[src/rtl/matrix_tx_formatter_pkg.sv]
// Shared definitions for the matrix text formatter: ASCII bytes, FSM states
// and the decimal digit count needed for a given printed value width.
package matrix_tx_formatter_pkg;

    localparam logic [7:0] CH_0  = 8'h30;
    localparam logic [7:0] CH_SP = 8'h20;
    localparam logic [7:0] CH_CR = 8'h0D;
    localparam logic [7:0] CH_LF = 8'h0A;

    typedef enum logic [3:0] {
        ST_IDLE,
        ST_RD_REQ,
        ST_RD_WAIT,
        ST_CONV,
        ST_EMIT_DIG,
        ST_EMIT_SP,
        ST_EMIT_CR,
        ST_EMIT_LF,
        ST_DONE
    } state_t;

    // Number of decimal digits of the largest val_w-bit value, which equals
    // ceil(val_w * log10(2)) for every val_w >= 1.
    function automatic int calc_ndig(input int val_w);
        longint unsigned lim;
        longint unsigned p;
        int              d;
        lim = (64'd1 << val_w) - 64'd1;
        d   = 1;
        p   = 64'd10;
        while (p <= lim) begin
            d++;
            p = p * 64'd10;
        end
        return d;
    endfunction

endpackage

[src/rtl/matrix_tx_formatter_bin2bcd_seq.sv]
// Sequential double-dabble converter: one shift per cycle, VAL_W cycles per
// conversion. The BCD result holds until the next start.
module bin2bcd_seq
    import matrix_tx_formatter_pkg::*;
#(
    parameter int VAL_W = 16,
    parameter int NDIG  = 5
) (
    input  logic                clk,
    input  logic                rst,
    input  logic                start,
    input  logic [VAL_W-1:0]    bin,
    output logic                done,
    output logic [NDIG*4-1:0]   bcd
);

    localparam int CNT_W = $clog2(VAL_W + 1);

    logic [VAL_W-1:0]  shreg;
    logic [CNT_W-1:0]  cnt;
    logic [NDIG*4-1:0] adj;
    logic              unused_top;

    // Add-3 correction on every digit that would overflow past 9 after the shift.
    always_comb begin
        adj = bcd;
        for (int i = 0; i < NDIG; i++) begin
            if (bcd[i*4 +: 4] > 4'd4) begin
                adj[i*4 +: 4] = bcd[i*4 +: 4] + 4'd3;
            end
        end
    end

    // The top adjusted bit shifts out; it is always 0 for a correctly sized NDIG.
    assign unused_top = adj[NDIG*4-1];

    // Load on start, then shift one bit per cycle under a down-counter.
    always_ff @(posedge clk or posedge rst) begin
        if (rst) begin
            shreg <= '0;
            bcd   <= '0;
            cnt   <= '0;
            done  <= 1'b0;
        end else if (start) begin
            shreg <= bin;
            bcd   <= '0;
            cnt   <= CNT_W'(VAL_W);
            done  <= 1'b0;
        end else if (cnt != '0) begin
            bcd   <= {adj[NDIG*4-2:0], shreg[VAL_W-1]};
            shreg <= shreg << 1;
            cnt   <= cnt - CNT_W'(1);
            done  <= (cnt == CNT_W'(1));
        end else begin
            done  <= 1'b0;
        end
    end

endmodule

[src/rtl/matrix_tx_formatter.sv]
// Prints an m x n matrix from storage as ASCII decimal text, row-major,
// "e e e\r\n" per row, over a valid/ready byte stream.
//
// state      | meaning
// -----------+-----------------------------------------------------------
// IDLE       | waiting for start
// RD_REQ     | storage read strobe high for one cycle
// RD_WAIT    | read data valid; converter loads it
// CONV       | double-dabble running
// EMIT_DIG   | digit byte offered, most significant non-zero digit first
// EMIT_SP    | column separator offered
// EMIT_CR    | end-of-row CR offered
// EMIT_LF    | end-of-row LF offered
// DONE       | final cycle; done pulse and busy drop follow
module matrix_tx_formatter
    import matrix_tx_formatter_pkg::*;
#(
    parameter int ADDR_W = 8,
    parameter int DATA_W = 32,
    parameter int VAL_W  = 16,
    parameter int DIM_W  = 3,
    parameter int NDIG   = calc_ndig(VAL_W)
) (
    input  logic              clk,
    input  logic              rst,
    input  logic              i_start,
    input  logic [ADDR_W-1:0] i_base_addr,
    input  logic [DIM_W-1:0]  i_m,
    input  logic [DIM_W-1:0]  i_n,
    output logic              o_rd_en,
    output logic [ADDR_W-1:0] o_rd_addr,
    input  logic [DATA_W-1:0] i_rd_data,
    output logic [7:0]        o_tx_data,
    output logic              o_tx_valid,
    input  logic              i_tx_ready,
    output logic              o_busy,
    output logic              o_done
);

    localparam int IDX_W = (NDIG > 1) ? $clog2(NDIG) : 1;

    state_t            state;
    logic [ADDR_W-1:0] row_base;
    logic [DIM_W-1:0]  m_q;
    logic [DIM_W-1:0]  n_q;
    logic [DIM_W-1:0]  row;
    logic [DIM_W-1:0]  col;
    logic [IDX_W-1:0]  dig_idx;
    logic [IDX_W-1:0]  lead_idx;
    logic              conv_start;
    logic              conv_done;
    logic [NDIG*4-1:0] bcd;
    logic              unused_hi;

    // Only the low VAL_W bits of a storage word are printed.
    assign unused_hi  = ^i_rd_data[DATA_W-1:VAL_W];
    assign conv_start = (state == ST_RD_WAIT);

    bin2bcd_seq #(
        .VAL_W (VAL_W),
        .NDIG  (NDIG)
    ) u_bcd (
        .clk   (clk),
        .rst   (rst),
        .start (conv_start),
        .bin   (i_rd_data[VAL_W-1:0]),
        .done  (conv_done),
        .bcd   (bcd)
    );

    // Highest non-zero digit; stays 0 for a zero value so a single '0' prints.
    always_comb begin
        lead_idx = '0;
        for (int i = 0; i < NDIG; i++) begin
            if (bcd[i*4 +: 4] != 4'd0) begin
                lead_idx = IDX_W'(i);
            end
        end
    end

    function automatic logic [7:0] dig_char(input logic [NDIG*4-1:0] b,
                                            input logic [IDX_W-1:0]  idx);
        logic [7:0] c;
        c = CH_0;
        for (int i = 0; i < NDIG; i++) begin
            if (idx == IDX_W'(i)) begin
                c = CH_0 + {4'd0, b[i*4 +: 4]};
            end
        end
        return c;
    endfunction

    // Sequencer with registered outputs; the read strobe and address are set on
    // entry to RD_REQ, and a byte only advances on a valid/ready transfer.
    always_ff @(posedge clk or posedge rst) begin
        if (rst) begin
            state      <= ST_IDLE;
            row_base   <= '0;
            m_q        <= '0;
            n_q        <= '0;
            row        <= '0;
            col        <= '0;
            dig_idx    <= '0;
            o_rd_en    <= 1'b0;
            o_rd_addr  <= '0;
            o_tx_data  <= '0;
            o_tx_valid <= 1'b0;
            o_busy     <= 1'b0;
            o_done     <= 1'b0;
        end else begin
            o_done <= 1'b0;
            case (state)
                ST_IDLE: begin
                    if (i_start) begin
                        m_q      <= i_m;
                        n_q      <= i_n;
                        row      <= '0;
                        col      <= '0;
                        row_base <= i_base_addr;
                        o_busy   <= 1'b1;
                        if (i_m == '0 || i_n == '0) begin
                            state <= ST_DONE;
                        end else begin
                            o_rd_en   <= 1'b1;
                            o_rd_addr <= i_base_addr;
                            state     <= ST_RD_REQ;
                        end
                    end
                end
                ST_RD_REQ: begin
                    o_rd_en <= 1'b0;
                    state   <= ST_RD_WAIT;
                end
                ST_RD_WAIT: begin
                    state <= ST_CONV;
                end
                ST_CONV: begin
                    if (conv_done) begin
                        dig_idx    <= lead_idx;
                        o_tx_data  <= dig_char(bcd, lead_idx);
                        o_tx_valid <= 1'b1;
                        state      <= ST_EMIT_DIG;
                    end
                end
                ST_EMIT_DIG: begin
                    if (i_tx_ready) begin
                        if (dig_idx != '0) begin
                            dig_idx   <= dig_idx - IDX_W'(1);
                            o_tx_data <= dig_char(bcd, dig_idx - IDX_W'(1));
                        end else if (col == n_q - DIM_W'(1)) begin
                            o_tx_data <= CH_CR;
                            state     <= ST_EMIT_CR;
                        end else begin
                            o_tx_data <= CH_SP;
                            state     <= ST_EMIT_SP;
                        end
                    end
                end
                ST_EMIT_SP: begin
                    if (i_tx_ready) begin
                        o_tx_valid <= 1'b0;
                        col        <= col + DIM_W'(1);
                        o_rd_en    <= 1'b1;
                        o_rd_addr  <= row_base + ADDR_W'(col) + ADDR_W'(1);
                        state      <= ST_RD_REQ;
                    end
                end
                ST_EMIT_CR: begin
                    if (i_tx_ready) begin
                        o_tx_data <= CH_LF;
                        state     <= ST_EMIT_LF;
                    end
                end
                ST_EMIT_LF: begin
                    if (i_tx_ready) begin
                        o_tx_valid <= 1'b0;
                        if (row == m_q - DIM_W'(1)) begin
                            state <= ST_DONE;
                        end else begin
                            row       <= row + DIM_W'(1);
                            col       <= '0;
                            row_base  <= row_base + ADDR_W'(n_q);
                            o_rd_en   <= 1'b1;
                            o_rd_addr <= row_base + ADDR_W'(n_q);
                            state     <= ST_RD_REQ;
                        end
                    end
                end
                ST_DONE: begin
                    o_done <= 1'b1;
                    o_busy <= 1'b0;
                    state  <= ST_IDLE;
                end
                default: begin
                    state <= ST_IDLE;
                end
            endcase
        end
    end

endmodule

[config.mk]
export PLATFORM = sky130hd
export DESIGN_NAME = matrix_tx_formatter
export DESIGN_NICKNAME = d
export VERILOG_FILES = /design/src/rtl/matrix_tx_formatter_pkg.sv /design/src/rtl/matrix_tx_formatter_bin2bcd_seq.sv /design/src/rtl/matrix_tx_formatter.sv
export SDC_FILE = /design/constraint.sdc
export NUM_CORES = 1
export LEC_CHECK = 0
export CORE_ASPECT_RATIO = 0.6
export CORE_MARGIN = 4
export CORE_UTILIZATION = 52
export CTS_BUF_LIST = sky130_fd_sc_hd__clkbuf_8
export DETAILED_ROUTE_END_ITERATION = 10
export PLACE_DENSITY = 0.79
export SETUP_SLACK_MARGIN = 0.05
export SLEW_MARGIN = 30
export SYNTH_ARGS = -nofsm -noshare
export SYNTH_HDL_FRONTEND = slang
export SYNTH_SLANG_ARGS = --single-unit
export TNS_END_PERCENT = 30
[constraint.sdc]
create_clock -name clk -period 3.7 [get_ports clk]
set_clock_uncertainty 0.2 [all_clocks]
set_input_delay 1.11 -clock clk [delete_from_list [all_inputs] [get_ports clk]]
set_output_delay 1.11 -clock clk [all_outputs]
set_load 0.005 [all_outputs]
==> results_dict.tcl <==
set metrics [dict create \
    setup_slack_ns 0.723 \
    ys_top_cells_by_count "92 x nand2_1, 87 x dfrtp_1, 47 x o21ai_0, 45 x a21oi_1, 39 x inv_1" \
    synthFlopType "dfrtp_1" \
    grt_overflow 0 \
    clock_sink_count 87 \
    ios 70 \
    synth_most_common_cell "nand2_1" \
    period_needed_ns 2.98 \
    outcome "complete, no violations" \
    die_area_um2 12400 \
    total_power_w 0.00518 \
    setup_viol 0 \
    hpwl_um 10100 \
    worst_pin_slew_ns 0.928 \
    worst_ep_required_time_ns 3.76 \
    cts_hold_buf 0 \
    timing.fmax_ghz 0.336 \
    rr_endpoint "u_bcd.shreg[13]" \
    ys_ff_latch 87 \
    fin_cells 799 \
    htreeDepth 3 \
    ant_nets 0 \
    multi_input_area_um2 3020 \
    vias 4822 \
    drive_gt1_frac 0.0557 \
    worstHoldPathCells 1 \
    crit_buf_inv 1 \
    cts_tree "done" \
    antenna_cells 0 \
    r2r_slack_ns 0.95 \
    reg2regPathDepth 4 \
    dieHeight_um 87.9 \
    min_path_type "reg -> reg" \
    fin_setup_tns_ns 0 \
    synth.distinct_cells 68 \
    wirelength_um 13700 \
    hp-start "u_bcd.cnt[3]" \
    yosysWarnings 0 \
    core_um2 10100 \
    cts_resized 0 \
    clockBufferDepth 2 \
    fillCellCount 870 \
    slew_headroom 0.380 \
    finalHoldViolCount 0 \
    drv_slew 0 \
    regArea_um2 2180 \
    vias_per_cell 6.04 \
    ys_async_sr_fraction 1.00 \
    syn_area_per_cell_um2 8.79 \
    final_util 0.621 \
    crit_path_start_kind "input pin" \
    antenna_found_initial 0 \
    period_share 0.805 \
    clkTransAtPathRegs_ns 0.10 \
    clk_latency_ns 0.37 \
    power_density_nw_per_um2 824 \
    die_x_um 141 \
    synth_top_area_frac 0.394 \
    rsz0062_at_grt "false" \
    critPathTopFamily "buffers and inverters" \
    postCtsSetupBuffers 0 \
    synth_area_um2 5530 \
    synth_top_cell_by_area "dfrtp_1" \
    grt_max_degree 64 \
    reg2reg_from "state[1]" \
    drt_iter0_markers 515 \
    wl_per_cell_um 17.1 \
    track_usage 0.230 \
    arrival_ns 3.03 \
    gp_congestion 0.946 \
    fp-row-count 28 \
    first_global_vias 4385 \
    nets 737 \
    cp-end-kind "flop" \
    place_ws_ns 0.377 \
    slowest_delay_ns 0.56 \
    synthToLayoutAreaGrowth_pct 13.7 \
    synth_seq_area_share 0.394 \
    syn-instance-count 629 \
    leakage_nw 2.71 \
    port_buffers 51 \
    cts_root_buffer "clkbuf_8" \
    numCtsBuffers 9 \
    synth_edf_count 0 \
    grt_pass1_wl_um 22600 \
    start_util 0.546 \
    slowest_stage "clkdlybuf4s50_1" \
    dp.cells 784 \
    critPathMaxFanout 15 \
    drtPass1Iterations 5 \
    path_cells "clkdlybuf4s50_1 -> or4b_1 -> a21oi_2 -> o211ai_4 -> mux2_1" \
    holdPathEnd "u_bcd.done" \
    path_class "in -> reg" \
    drc_errors 0 \
    synth.area.top_cells "dfrtp_1 39%, nand2_1 6.2%, ha_1 5.7%, o21ai_0 4.3%, a21oi_1 4.1%" \
    max_cap_viol_count 0 \
    ir_drop_v 0.000368 \
]
worst max-delay path by stage:
stage | cells past startpoint | endpoint | startpoint | slack, ns
after floorplan | 1 | col[0] | rst | 0.14
final | 5 | o_rd_addr[7] | i_start | 0.72
after global routing | 6 | o_rd_addr[3] | i_m[1] | 0.69
after CTS | 5 | o_rd_addr[7] | i_start | 0.76
after global placement | 5 | o_rd_addr[4] | i_start | 0.47
after detailed placement | 5 | o_rd_addr[7] | i_start | 0.38
where the power goes:
| group | internal, W | switching [W] |
|---|---|---|
| registers | 0.00136 | 0.000498 |
| logic | 0.00117 | 0.00144 |
| clock network | 0.000323 | 0.000392 |
layout by cell type (no fill, tap or decap), drive strengths merged, types with 4 or more instances in the layout:
cell / instances
clkbuf: 9
nor3: 12
dfrtp: 87
a221oi: 4
o211ai: 12
nand3b: 7
a211oi: 16
o311ai: 4
nor3b: 6
ha: 25
nor2: 36
o31ai: 6
a21o: 10
nor2b: 9
nor4: 4
nand3: 20
xor2: 6
and2: 4
a31oi: 6
mux2i: 21
a21oi: 46
xnor2: 9
a311oi: 4
nand2b: 4
o21ai: 55
nand2: 92
clkdlybuf4s50: 51
inv: 41
buf: 6
per-layer routing:
layer  vias up  global-route usage  share of wire
li1       2294                   -              -
met1      2278               0.370           0.49
met2       230               0.302           0.39
met3        20              0.0578           0.11
met4         0              0.0563          0.013
met5         -                   0              0
final cells by class:
type	instances	share of cell area
clock buffers	9	0.0197
clock inverters	6	0.0125
inverters	39	0.0235
multi-input cells	466	0.481
flip-flops and latches	87	0.346
well taps	135	0.0269
repair buffers	57	0.0904
cells by family (layout without fill, tap and decap cells):
group / count (synthesis) / in the layout / synth area share
AO/OA/AOI/OAI: 184 / 184 / 0.215
XOR/XNOR: 17 / 17 / 0.0319
adder cells (fa/ha/maj): 27 / 27 / 0.0638
buffers and inverters: 77 / 111 / 0.0616
flip-flops: 87 / 87 / 0.394
multiplexers: 24 / 24 / 0.0441
other: 1 / 2 / 0.000678
AND/OR/NAND/NOR: 212 / 212 / 0.189
flip-flops by register name, indices dropped and copies added (netlist names):
name and cells:
n_q 3, col 3, o_done 1, o_rd_en 1, state 4, u_bcd.bcd 20, row_base 8, m_q 3
o_tx_valid 1, o_busy 1, row 3, dig_idx 3, u_bcd.cnt 5, o_tx_data 6, u_bcd.shreg 16, u_bcd.done 1
o_rd_addr 8
worst reg2reg max path, delay by kind of cell, from the launching register on:
kind | cells | cell delay (ns)
buffers and inverters | 2 | 0.91
AND/OR/NAND/NOR | 1 | 0.37
flip-flops | 1 | 0.90
AO/OA/AOI/OAI | 1 | 0.23
metrics by stage:
step                      hold WS [ns]  cell area, um^2
after floorplan                  0.244             5530
after global placement           0.260             6080
after detailed placement         0.268             6080
after CTS                        0.279             6290
after global routing             0.304             6290
final                            0.276             6290
No activity file was read; power rests on OpenSTA's default activity.
==> variant 1 (same flow settings) <==
Reset style: synchronous (`rst`), changed in 2 clocked blocks.
--- a/src/rtl/matrix_tx_formatter_bin2bcd_seq.sv
+++ b/src/rtl/matrix_tx_formatter_bin2bcd_seq.sv
@@ -37,3 +37,3 @@
     // Load on start, then shift one bit per cycle under a down-counter.
-    always_ff @(posedge clk or posedge rst) begin
+    always_ff @(posedge clk) begin
         if (rst) begin
--- a/src/rtl/matrix_tx_formatter.sv
+++ b/src/rtl/matrix_tx_formatter.sv
@@ -94,3 +94,3 @@
     // entry to RD_REQ, and a byte only advances on a valid/ready transfer.
-    always_ff @(posedge clk or posedge rst) begin
+    always_ff @(posedge clk) begin
         if (rst) begin
Check against the original RTL: differs if rst is asserted again (counterexample within 4 cycles, from zero or initial values and one cycle with rst high); with rst held inactive, the same outputs for 10 cycles.
==> variant 1 against the unedited design <==
  * Design area decreased by 4.3%
  * Final cell count up 6.5%
  * Sequential cell count is the same
  * Critical path type unchanged
  * Total power down 32%
  * Area after synthesis shrank 5.2%
  * Hold slack worse by 0.0075 ns
  * Register-to-register slack improved by 0.04 ns
  * Sequential share of layout area decreased by 5.7 points
  * Fmax rose by 1.5%
  * Setup slack better by 0.045 ns
  * Wire length rose by 2.2%
==> variant 1: results (changes against the unedited design) <==
| Metric | Value |
|---|---|
| Peak VDD IR | `0.3711 mV (+0.77%)` |
| Multi-input logic area | `3179 µm² (+5.2%)` |
| Crit path arrival time | `2.99 ns (-0.04 ns)` |
| Slowest cell on crit path | `nor3_1` |
| Aggregate global-route resource usage | `0.2466 (+0.01677)` |
| Fraction of area in registers | `0.2896 (-0.05670)` |
| Sequential cell count | `87 (unchanged)` |
| Final wirelength | `13.98 mm (+2.2%)` |
| Largest net degree at the start of global routing | `34 (-47%)` |
| Worst slew margin | `0.3481 (-0.03141)` |
| Synth unique cells | `67 (-1.5%)` |
| Adder-cell share of the synthesized area | `0.06490 (+0.001086)` |
| Plain + repair buffers | `60 (+5.3%)` |
| Run status | `finished, final reports clean` |
| Die Footprint | `11810 µm² (-4.8%)` |
| Leading register cell type out of synthesis | `dfxtp_1` |
| Non-clock inverters | `34 (-13%)` |
| Max stage delay on crit path | `0.44 ns (-0.12 ns)` |
| Compound-Gate Fraction of Synth Area | `0.2276 (+0.01288)` |
| Clkbuf count | `10 (+1)` |
| First-pass GRT wire length | `23.09 mm (+2.3%)` |
| Asr flop ratio synth | `0 (-1.000)` |
| Vias | `4970 (+3.1%)` |
| Post-Place Cells | `835 (+6.5%)` |
| GPL Wtd Cong | `0.9140 (-3.4%)` |
| Sequential share of the synthesized area | `0.3321 (-0.06161)` |
| Clk tree area frac | `0.03496 (+0.002711)` |
| Htree depth | `3 (unchanged)` |
| Num CTS Buffers | `9 (unchanged)` |
| Xor/xnor share of the synthesized area | `0.04772 (+0.01581)` |
| Nets | `787 (+6.8%)` |
| Leakage | `2.176 nW (-20%)` |
| Pre-CTS setup slack | `0.3874 ns (+0.01017 ns)` |
| Pre-Repair DR Iteration Count | `5 (unchanged)` |
| Crit-path max FO | `12 (-3)` |
| Fill count | `887 (+2.0%)` |
| Dpl cell area | `5803 µm² (-4.6%)` |
| Layout cells sized above 1 | `0.06564 (+0.009920)` |
| NonClk Buf Share | `0.09738 (+0.007012)` |
| Iteration-0 DRC Markers | `493 (-4.3%)` |
| Post-synthesis cell count | `680 (+8.1%)` |
| Hpwl dp | `10.21 mm (+0.99%)` |
| Multi-input gates | `519 (+11%)` |
| Synth top cells by count | `nand2_1 (105), dfxtp_1 (87), nor2_1 (78), a21oi_1 (52), o21ai_0 (38)` |
| Drt via density | `5.840 (-3.2%)` |
| Vias in the first global route | `4472 (+2.0%)` |
-- variant 1: critical path: cells and delay by family --
kind / cells / cell delay, ns
AOI/OAI and AO/OA: 1 / 0.13
and+or+nand+nor: 4 / 0.86
buffers and inverters: 2 / 0.68
muxes: 1 / 0.21
-- variant 1: metal layers --
metal  vias up  GRT usage  part of all wire  wire length [µm]
met5         -          0                 0                 0
met4         0    0.05254            0.0089               125
met3        11    0.05451             0.086              1205
met2       211     0.3106              0.38              5328
met1      2301     0.4123              0.52              7320
li1       2447          -                 -                 -
-- variant 1: worst paths after layout --
check / slack, ns / to / startpoint / depth (start not counted)
worst max-delay path: 0.77 / o_rd_addr[6]$_SDFFE_PP0P_ / i_n[2] / 8
worst min-delay path: 0.27 / m_q[1]$_SDFFE_PP0P_ / m_q[1]$_SDFFE_PP0P_ / 2
worst min register to register: 0.27 / m_q[1]$_SDFFE_PP0P_ / m_q[1]$_SDFFE_PP0P_ / 2
worst max register to register: 0.99 / o_rd_addr[6]$_SDFFE_PP0P_ / state[1]$_SDFFE_PP0P_ / 5
-- variant 1: kinds of logic after synthesis --
group | count (synthesis)
xor gates and xnor gates | 27
other | 1
and+or+nand+nor | 277
adders and majority gates | 26
muxes | 9
buffers and inverters | 75
DFF | 87
AOI/OAI and AO/OA | 178
-- variant 1: report_power, final --
| part | switching (mW) | total (mW) | leakage, nW | internal [mW] |
|---|---|---|---|---|
| Clock | 0.384 | 0.726 | 0.110 | 0.342 |
| Combinational | 0.938 | 1.52 | 1.36 | 0.579 |
| Sequential | 0.192 | 1.30 | 0.709 | 1.11 |
| Total | 1.51 | 3.55 | 2.18 | 2.03 |
==> variant 2 (same flow settings) <==
Without the edit above. The parameter `DIM_W` goes from 3 to 4.
--- a/src/rtl/matrix_tx_formatter.sv
+++ b/src/rtl/matrix_tx_formatter.sv
@@ -20,3 +20,3 @@
     parameter int VAL_W  = 16,
-    parameter int DIM_W  = 3,
+    parameter int DIM_W  = 4,
     parameter int NDIG   = calc_ndig(VAL_W)
Ports: changed (resized i_m and i_n); port bits go from 70 to 72. The function was not compared with the original's and may differ.
==> variant 2 against the unedited design <==
  * Total power rose by 3.7%
  * Setup slack got worse by 0.039 ns
  * Wire length increased by 3.3%
  * Critical endpoint is now o_rd_addr[1]$_DFFE_PP0P_
  * Sequential cell count is 4 higher
  * Hold slack gained 0.039 ns
  * Register-to-register slack hardly changed
  * Design area up 4.2%
  * Area after synthesis rose by 4.0%
==> variant 2: results (changes against the unedited design) <==
| Metric | Value |
|---|---|
| Run status | `finished, final reports clean` |
| Synth unique cells | `76 (+12%)` |
| M1 wire length | `6.756 mm (-0.13%)` |
| Slowest cell on crit path | `nor4_1` |
| Xor/xnor share of the synthesized area | `0.04656 (+0.01465)` |
| Max stage delay on crit path | `0.50 ns (-0.06 ns)` |
| Vias in the first global route | `4651 (+6.1%)` |
| Htree depth | `3 (unchanged)` |
| Fill count | `921 (+5.9%)` |
| Peak VDD IR | `0.3064 mV (-17%)` |
| Layout cells sized above 1 | `0.06034 (+0.004622)` |
| Final wirelength | `14.13 mm (+3.3%)` |
| Nets | `773 (+4.9%)` |
| Compound-Gate Fraction of Synth Area | `0.1982 (-0.01654)` |
| Syn avg cell area | `8.713 µm² (-0.88%)` |
| Worst slew pin tran | `0.8682 ns (-0.06028 ns)` |
| CP top delay family | `simple AND/OR/NAND/NOR gates` |
| PortBufs | `53 (+3.9%)` |
| Top post-synthesis cells by area | `dfrtp_1 (40%), ha_1 (6.1%), nand2_1 (6.1%), a21oi_1 (5.4%), o21ai_0 (4.9%)` |
| Routed length on met3 | `1.318 mm (-9.5%)` |
| GPL Wtd Cong | `0.8770 (-7.3%)` |
| Hpwl dp | `10.30 mm (+1.9%)` |
| Met3 usage | `0.05505 (-0.002778)` |
| Crit path arrival time | `3.08 ns (+0.05 ns)` |
| Post-Place Cells | `819 (+4.5%)` |
| Pre-CTS setup slack | `0.3061 ns (-0.07117 ns)` |
| Aggregate global-route resource usage | `0.2289 (-0.0009612)` |
| Fin cells | `835 (+4.5%)` |
| Clock transition at the registers of the reported paths | `0.09 ns` |
| Clock insertion delay at the later pin of the skew report | `0.38 ns` |
| Adder-cell share of the synthesized area | `0.06789 (+0.004070)` |
| Synth top cells by count | `nand2_1 (93), dfrtp_1 (91), a21oi_1 (62), o21ai_0 (56), nor2_1 (54)` |
| Largest net degree at the start of global routing | `72 (+13%)` |
| P_sw | `2.370 mW (+1.8%)` |
| Sequential share of the synthesized area | `0.3960 (+0.002242)` |
| Met1 Usage GRT | `0.3473 (-0.02277)` |
| Post-CTS Setup Bufs | `0 (unchanged)` |
| Leakage | `2.738 nW (+0.96%)` |
| First-pass GRT wire length | `23.27 mm (+3.1%)` |
| Met2 Use GR | `0.3273 (+0.02488)` |
| Max_cap viols | `0 (unchanged)` |
| Dpl cell area | `6327 µm² (+4.0%)` |
| Multiplexer area fraction after synthesis | `0.04199 (-0.002135)` |
| Vias | `4985 (+3.4%)` |
| Met2 WL post-DR | `5.890 mm (+12%)` |
| Iteration-0 DRC Markers | `586 (+14%)` |
| Num CTS Buffers | `9 (unchanged)` |
## variant 2: cell types whose count changed after synthesis, moves of 6 or more
| cell | delta |
|---|---|
| nor2_1 | +19 |
| a21oi_1 | +17 |
| xnor2_1 | +11 |
| o21ai_0 | +9 |
| nor2b_1 | -7 |
| inv_1 | -6 |
| nor3_1 | +6 |
| o211ai_1 | -6 |
## variant 2: final timing paths
path,from,to,slack (ns),cells past startpoint
worst max-delay path,i_n[0],o_rd_addr[1]$_DFFE_PP0P_,0.68,5
worst min-delay path,m_q[3]$_DFFE_PP0P_,m_q[3]$_DFFE_PP0P_,0.31,2
worst max register to register,n_q[0]$_DFFE_PP0P_,o_rd_addr[4]$_DFFE_PP0P_,0.95,8
worst min register to register,m_q[3]$_DFFE_PP0P_,m_q[3]$_DFFE_PP0P_,0.31,2
max in group asynchronous,rst,row_base[2]$_DFFE_PP0P_,1.66,3
min in group asynchronous,rst,o_rd_addr[1]$_DFFE_PP0P_,0.92,2
## variant 2: area by class of cell
cell class	count	area (µm²)	area share
Multi-Input combinational cell	498	3168	0.4837
Sequential cell	91	2277	0.3477
Timing Repair Buffer	58	580.6	0.08863
Tap cell	139	173.9	0.02655
Inverter	33	127.6	0.01948
Clock buffer	9	123.9	0.01891
Clock inverter	7	98.84	0.01509
## variant 2: power groups by stage
| stage | logic (mW) | registers [mW] | clock network, mW |
|---|---|---|---|
| 2_1_floorplan | 2.10 | 1.68 | 0 |
| 3_3_place_gp | 2.54 | 1.85 | 0 |
| 3_5_place_dp | 2.68 | 1.88 | 0 |
| 4_1_cts | 2.71 | 1.86 | 0.780 |
| 5_1_grt | 3.05 | 1.94 | 0.821 |
| 6_report | 2.73 | 1.88 | 0.766 |
